`src/rtl/riscv_test_monitor_pkg.sv`:
```
// Shared definitions for the riscv-tests pass/fail monitor: FSM states,
// default end PC and the gp result encoding used by riscv-tests.
package riscv_test_monitor_pkg;

    typedef enum logic [1:0] {
        ST_IDLE = 2'd0,
        ST_RUN  = 2'd1,
        ST_DONE = 2'd2
    } state_t;

    localparam logic [31:0] DEFAULT_END_PC = 32'h0000_0044;

    // riscv-tests writes gp=1 on pass, otherwise (test_num << 1) | 1
    localparam int unsigned PASS_GP       = 1;
    localparam int unsigned GP_FAIL_SHIFT = 1;

endpackage

```
`src/rtl/riscv_test_monitor_sat_counter.sv`:
```
// Up-counter that sticks at all-ones instead of wrapping; clr and rst both
// return it to zero.
module sat_counter #(
    parameter int W = 32
) (
    input  logic         clk,
    input  logic         rst,
    input  logic         clr,
    input  logic         en,
    output logic [W-1:0] count
);

    logic [W-1:0] r_count;

    always_ff @(posedge clk) begin
        if (rst || clr) begin
            r_count <= '0;
        end else if (en && (r_count != '1)) begin
            r_count <= r_count + 1'b1;
        end
    end

    assign count = r_count;

endmodule

```
`src/rtl/riscv_test_monitor.sv`:
```
// Watches the core's pc/gp/retire outputs, latches the riscv-tests verdict
// when the end PC is reached, and declares a timeout after TICKS run cycles.
module riscv_test_monitor
    import riscv_test_monitor_pkg::*;
#(
    parameter int              XLEN   = 32,
    parameter logic [XLEN-1:0] END_PC = XLEN'(DEFAULT_END_PC),
    parameter int              TICKS  = 5000,
    parameter int              CNT_W  = 32
) (
    input  logic             clk,
    input  logic             rst,
    input  logic [XLEN-1:0]  pc_i,
    input  logic [XLEN-1:0]  gp_i,
    input  logic             retire_i,
    output logic             done_o,
    output logic             pass_o,
    output logic             fail_o,
    output logic             timeout_o,
    output logic [XLEN-2:0]  fail_test_o,
    output logic [CNT_W-1:0] cycles_o,
    output logic [CNT_W-1:0] retired_o
);

    localparam logic [CNT_W-1:0] LAST_TICK = CNT_W'(TICKS - 1);

    state_t          r_state;
    state_t          w_state_next;
    logic            r_pass;
    logic            r_fail;
    logic            r_timeout;
    logic [XLEN-2:0] r_fail_test;
    logic            w_pass_next;
    logic            w_fail_next;
    logic            w_timeout_next;
    logic [XLEN-2:0] w_fail_test_next;

    logic             w_run;
    logic             w_clr;
    logic             w_hit;
    logic             w_last_tick;
    logic [CNT_W-1:0] w_cycles;
    logic [CNT_W-1:0] w_retired;

    assign w_run       = (r_state == ST_RUN);
    assign w_clr       = (r_state == ST_IDLE);
    assign w_hit       = (pc_i == END_PC);
    assign w_last_tick = (w_cycles == LAST_TICK);

    // Counters advance on the DONE-entry edge too, so the hit cycle is counted.
    sat_counter #(.W(CNT_W)) u_cycle_cnt (
        .clk   (clk),
        .rst   (rst),
        .clr   (w_clr),
        .en    (w_run),
        .count (w_cycles)
    );

    sat_counter #(.W(CNT_W)) u_retire_cnt (
        .clk   (clk),
        .rst   (rst),
        .clr   (w_clr),
        .en    (w_run && retire_i),
        .count (w_retired)
    );

    always_comb begin
        w_state_next     = r_state;
        w_pass_next      = r_pass;
        w_fail_next      = r_fail;
        w_timeout_next   = r_timeout;
        w_fail_test_next = r_fail_test;
        case (r_state)
            ST_IDLE: w_state_next = ST_RUN;
            ST_RUN: begin
                // End-PC verdict takes priority over a coincident timeout.
                if (w_hit) begin
                    w_state_next = ST_DONE;
                    if (gp_i == XLEN'(PASS_GP)) begin
                        w_pass_next = 1'b1;
                    end else begin
                        w_fail_next      = 1'b1;
                        w_fail_test_next = gp_i[XLEN-1:GP_FAIL_SHIFT];
                    end
                end else if (w_last_tick) begin
                    w_state_next   = ST_DONE;
                    w_timeout_next = 1'b1;
                end
            end
            ST_DONE: w_state_next = ST_DONE;
            default: w_state_next = ST_IDLE;
        endcase
    end

    always_ff @(posedge clk) begin
        if (rst) begin
            r_state     <= ST_IDLE;
            r_pass      <= 1'b0;
            r_fail      <= 1'b0;
            r_timeout   <= 1'b0;
            r_fail_test <= '0;
        end else begin
            r_state     <= w_state_next;
            r_pass      <= w_pass_next;
            r_fail      <= w_fail_next;
            r_timeout   <= w_timeout_next;
            r_fail_test <= w_fail_test_next;
        end
    end

    assign done_o      = r_pass | r_fail | r_timeout;
    assign pass_o      = r_pass;
    assign fail_o      = r_fail;
    assign timeout_o   = r_timeout;
    assign fail_test_o = r_fail_test;
    assign cycles_o    = w_cycles;
    assign retired_o   = w_retired;

endmodule

```
`config.mk`:
```
export PLATFORM = sky130hd
export DESIGN_NAME = riscv_test_monitor
export DESIGN_NICKNAME = d
export VERILOG_FILES = /design/src/rtl/riscv_test_monitor_pkg.sv /design/src/rtl/riscv_test_monitor_sat_counter.sv /design/src/rtl/riscv_test_monitor.sv
export SDC_FILE = /design/constraint.sdc
export NUM_CORES = 1
export LEC_CHECK = 0
export CAP_MARGIN = 20
export CORE_ASPECT_RATIO = 0.5
export CORE_MARGIN = 2
export CORE_UTILIZATION = 50
export DETAILED_ROUTE_END_ITERATION = 12
export PLACE_DENSITY = 0.88
export SETUP_SLACK_MARGIN = 0.1
export SYNTH_ARGS = -nofsm -noshare
export SYNTH_HDL_FRONTEND = slang
export SYNTH_HIERARCHICAL = 1
export SYNTH_SLANG_ARGS = --single-unit
```
`constraint.sdc`:
```
create_clock -name clk -period 6.2 [get_ports clk]
set_input_delay 1.24 -clock clk [delete_from_list [all_inputs] [get_ports clk]]
set_output_delay 1.24 -clock clk [all_outputs]
set_load 0.03 [all_outputs]
```
### Word-level counts from Yosys, hierarchy flattened

Index checks and enable logic that the tools add are counted.

* add/sub/neg operators: 2
* equality and inequality tests: 8
* multiplexer cells: 3
* bitwise gates (word level): 4
* reduce and logical (&&, ||, !) cells: 8

Operators by type and width (number)
* adder 32 x 1 -> 32 bit (second input constant): 2
* != test 32 bit (second input constant): 2
* equality test 32 x 1 -> 1 bit (second input constant): 1
* equality test 32 x 13 -> 1 bit (second input constant): 1
* equality test 32 x 7 -> 1 bit (second input constant): 1
* AND reduction 3 bit: 3
* case mux 2 bit (3 select lines): 1
* 2-to-1 mux 2 bit: 2
* logical AND 1 bit: 3
* != test 3 bit (second input constant): 1
* equality test 2 x 1 -> 1 bit (second input constant): 1
* equality test 2 bit (second input constant): 1
* logical NOT 2 bit: 1
* NOT 1 bit: 2
* bitwise OR 1 bit: 2
* logical OR 1 bit: 1

* bits in registers: 100
* input port bits: 67
* output and inout port bits: 99
* logic and storage cells: 32

### Logic depth before layout (Yosys ltp)

* depth in word-level cells: 4
* gate-level depth with buffers: 8
* depth with buffers taken out: 7

### Hierarchy

Netlist, hierarchy kept.

By module, submodules not included
* sat_counter: times used 2, cells each 189, area an instance 1681.6 um^2, seq. area each 640.6 um^2
* riscv_test_monitor: times used 1, cells each 158, area an instance 1579.0 um^2, seq. area each 720.7 um^2

### Worst setup path after synthesis

Ideal clock, no wire load.

* path kind: input -> register
* start: in gp_i[8]
* end: reg r_fail_test[0], in the netlist fail_test_o[0]
* library setup time: 0.128 ns
* arrival time: 2.461 ns
* data required time: 6.072 ns
* slack: 3.611 ns
* stages on the path: 6
* buffers on the path: 1
* cells stage by stage: nor4b_1 nand4_1 o2111ai_4 buf_8 mux2i_1 nor2_1

* longest elaborated chain between the ends: 3

Ends and longest elaborated chain
* start, declared: line riscv_test_monitor.sv:14 `input logic [XLEN-1:0] gp_i,`
* equality test 32 x 1 -> 1 bit: line riscv_test_monitor.sv:79 `if (gp_i == XLEN'(PASS_GP)) begin`
* NOT 1 bit (no line)
* AND reduction 3 bit (no line)
* end signal, assigned: line riscv_test_monitor.sv:107 `r_fail_test <= w_fail_test_next;`
* end, declared: line riscv_test_monitor.sv:32 `logic [XLEN-2:0] r_fail_test;`

No other way between the ends.
A chain may end at the register's enable or synchronous reset.

### Final worst setup path

* start: in gp_i[9]
* end: reg r_fail_test[25], in the netlist fail_test_o[25]

Same word-level chain as after synthesis.

==> Flow_metrics.wiki <==
{| class="wikitable"
! Metric !! Value
|-
| Result of the run || complete, no violations
|-
| Starting utilization of the core area || 51.8%
|-
| CP Buf/Inv Count || 2
|-
| Count of different cell masters after synthesis || 47
|-
| Post-synthesis async set-or-reset flop share || 0%
|-
| Top cell type's share of synthesized area || between 40% and 50%
|-
| Setup repair after global routing missed its margin || no
|-
| Total of endpoints with negative setup slack in the final report || 0
|-
| Met1 routed wirelength after detailed routing || 6250 um
|-
| Cell at the root of the clock tree || sky130_fd_sc_hd__clkbuf_16
|-
| Iteration-0 DRC Markers || 273
|-
| Worst IR drop on VDD || 0.000183 V
|-
| Antenna-violating nets left || 0
|-
| Wirelength, routed || 13800 um
|-
| Max-slew violation total from the final report || 0
|-
| Initial antenna violation count || 0
|-
| Areal power density over the cells || 216 mW/mm^2
|-
| Global-route wire length before repair || between 20000 and 25000 um
|-
| Final worst hold slack || 472 ps
|-
| Critical-path top delay cell || sky130_fd_sc_hd__o2111ai_4
|-
| Max-cap violation count || 0
|-
| Synthesized area per cell || 9.22 um^2
|-
| Num rows || 25
|-
| Overall die area || 0.0107 mm^2
|-
| Number of flops mapped to enable cells by yosys || 0
|-
| Clock tree from TritonCTS || yes
|-
| Die boundary width || 145 um
|-
| Post-synthesis cell type with the largest combined area || sky130_fd_sc_hd__dfxtp_1
|-
| Highest metal layer with signal wires || met4
|-
| IO buf count || between 150 and 200
|-
| Sequential element share of the synthesized area || 40.5%
|-
| Required arrival time at the worst endpoint || 6420 ps
|-
| Slew @ Worst Pin || 907 ps
|-
| Total nets after synthesis || 607
|-
| Post-CTS setup buffer count || 0
|-
| Dominant delay contributor by cell family on the critical path || buffers and inverters
|-
| Hold Fails Final Rpt || 0
|-
| Cts bufs inserted || 9
|-
| Most used flip-flop cell after synthesis || sky130_fd_sc_hd__dfxtp_1
|-
| Largest net degree at the start of global routing || 39
|-
| Pleak || 2.30 nW
|-
| Count of cells resized by post-cts repair || 0
|-
| GRT Resource Usage Total || about 25%
|-
| Die Height || 74.3 um
|-
| Minimum clock period after layout || between 3000 and 4000 ps
|-
| Hold_buf cts || 0
|-
| Worst min path class || flop to flop
|-
| Core region area || 0.00954 mm^2
|-
| N_diodes || 0
|-
| I/O pins || 166
|-
| Total negative slack || 0 ps
|-
| Residual DRC count || 0
|-
| Fraction of layout instances using a drive strength above 1 || 10.3%
|-
| Startpoint type of the worst setup path || input port
|-
| Signal arrival time at the worst endpoint || 3870 ps
|-
| Number of global-route vias before repair || between 4k and 5k
|-
| Largest stage delay on the critical path || 810 ps
|-
| Most instantiated cells after synthesis || 100 x sky130_fd_sc_hd__dfxtp_1, 48 x sky130_fd_sc_hd__a21oi_1, 42 x sky130_fd_sc_hd__nor2_1, 33 x sky130_fd_sc_hd__mux2i_1, 33 x sky130_fd_sc_hd__or3_1
|-
| WL/cell || 16.6 um
|-
| Clock skew after layout || 8.59 ps
|-
| Number of levels in the clock H-tree || 3
|-
| Maximum root-to-sink buffer count || 2
|-
| Filler cell count in the final layout || 701
|-
| Post-synthesis instance total || 536
|-
| Nets@finish || 762
|-
| Ranking of synthesized cells by area || sky130_fd_sc_hd__dfxtp_1 41%, sky130_fd_sc_hd__mux2i_1 6.7%, sky130_fd_sc_hd__a21oi_1 4.9%, sky130_fd_sc_hd__or3_1 4.2%, sky130_fd_sc_hd__nor2_1 3.2%
|-
| Setup crit end kind || flop
|-
| Total global routing overflow || 0
|-
| Most frequently used cell type in the post-synthesis netlist || sky130_fd_sc_hd__dfxtp_1
|-
| Register-to-register setup slack || between 3000 and 4000 ps
|-
| Achievable Freq || 274 MHz
|-
| Clock-pin transition on the worst setup and hold timing paths || 60 ps
|-
| Critical-path maximum fanout || 20
|-
| Average vias per placed instance || 5.84
|-
| Critical Path Stages || 7
|-
| Via count || 4851
|-
| Count of state elements after synthesis || 100
|-
| Count of warnings emitted by yosys || 6
|-
| Metal3 WL || 463 um
|-
| Synth-to-Final Area Change || 40.1%
|-
| WL met2 || 6800 um
|-
| Worst-Skew Late Latency || between 300 and 400 ps
|-
| Final period utilization || 59.0%
|-
| Class of the most critical setup path || input port to flop
|-
| Slew margin rel. || between 30 and 40%
|-
| Hold Path Depth || 2
|-
| Clock tree sinks || 100
|-
| 1st-pass router iterations || 8
|-
| Post-Synthesis Cell Area || 0.00494 mm^2
|-
| Critical-path cell list || clkdlybuf4s50_1 > nor4_1 > nand4_1 > o2111ai_4 > buf_4 > mux2i_1 > nor2_1
|-
| Final GP Congestion || 0.857
|-
| Post-detailed-placement half-perimeter wirelength || 9970 um
|-
| Count of cells along the worst register-to-register path || 7
|}
-- power by group --
part	internal (mW)	switching [mW]
sequential	0.650	0.00633
clock	0.387	0.235
combinational	0.0763	0.141
total	1.11	0.382
-- kinds of logic (layout without fill, tap and decap cells) --
family                   Yosys count  in the layout  synth area share [%]
AO/OA/AOI/OAI                    131            131                  18.3
XOR/XNOR                           4              4                 0.709
buffers and inverters             35            195                  4.76
adder cells (fa/ha/maj)            4              4                  1.01
multiplexers                      33             33                  6.68
AND/OR/NAND/NOR                  229            229                  28.0
flip-flops                       100            100                  40.5
-- tightest hold or removal path: stages (launching register included) --
cell	delay [ps]
sky130_fd_sc_hd__dfxtp_1	330
sky130_fd_sc_hd__inv_1	50
sky130_fd_sc_hd__a21oi_1	50
-- flip-flops by register name (all words and copies together) (netlist names) --
signal              count
u_cycle_cnt/count      32
fail_o                  1
u_retire_cnt/count     32
fail_test_o            31
r_state                 2
timeout_o               1
pass_o                  1
-- worst paths after layout --
kind	from	endpoint
setup / recovery	gp_i[9]	fail_test_o[25]$_SDFFE_PP0P_
hold / removal	fail_o$_SDFFE_PP0P_	fail_o$_SDFFE_PP0P_
setup reg to reg	r_state[1]$_SDFFE_PP0P_	u_retire_cnt/count[27]$_SDFFE_PP0P_
hold reg to reg	fail_o$_SDFFE_PP0P_	fail_o$_SDFFE_PP0P_
-- stage by stage --
step	cells	util (%)	cell area, um^2	total power, mW	worst slack (ps)
6_report	831	72.6	6930	1.50	2540
3_3_place_gp	815	69.0	6590	0.874	2400
2_1_floorplan	536	-	4940	0.821	3610
3_5_place_dp	815	69.0	6590	0.881	2220
5_1_grt	831	72.6	6930	1.54	2330
4_1_cts	831	72.6	6930	1.50	2520
-- placed cells by master (no fill, tap or decap), drive strengths merged, types with 2 or more instances in the layout --
master / n
or4: 21
nand2: 28
o31ai: 22
clkdlybuf4s50: 165
and2: 3
dfxtp: 100
bufinv: 2
o311ai: 4
buf: 2
or2: 4
nor4: 18
a21oi: 62
ha: 4
nand3: 22
xor2: 2
o21ai: 40
nor2: 42
and3: 6
xnor2: 2
clkbuf: 13
nor4b: 3
and4: 16
inv: 12
nand4: 22
or3: 41
mux2i: 33
-- layout make-up --
class                           count  area (um^2)  share of cell area, %
Clock buffer                       13          270                   3.90
Clock inverter                      3         67.6                  0.976
Inverter                           12         45.0                  0.650
Multi-Input combinational cell    401         2710                   39.1
Sequential cell                   100         2000                   28.9
Tap cell                          135          169                   2.44
Timing Repair Buffer              167         1670                   24.1
-- metal layers --
layer  vias up  track usage [%]
met2       114             44.2
met1      2350             32.5
li1       2361                -
met4         0             8.20
met5         -                0
met3        26             4.76
Power figures use the tool's default switching activity.
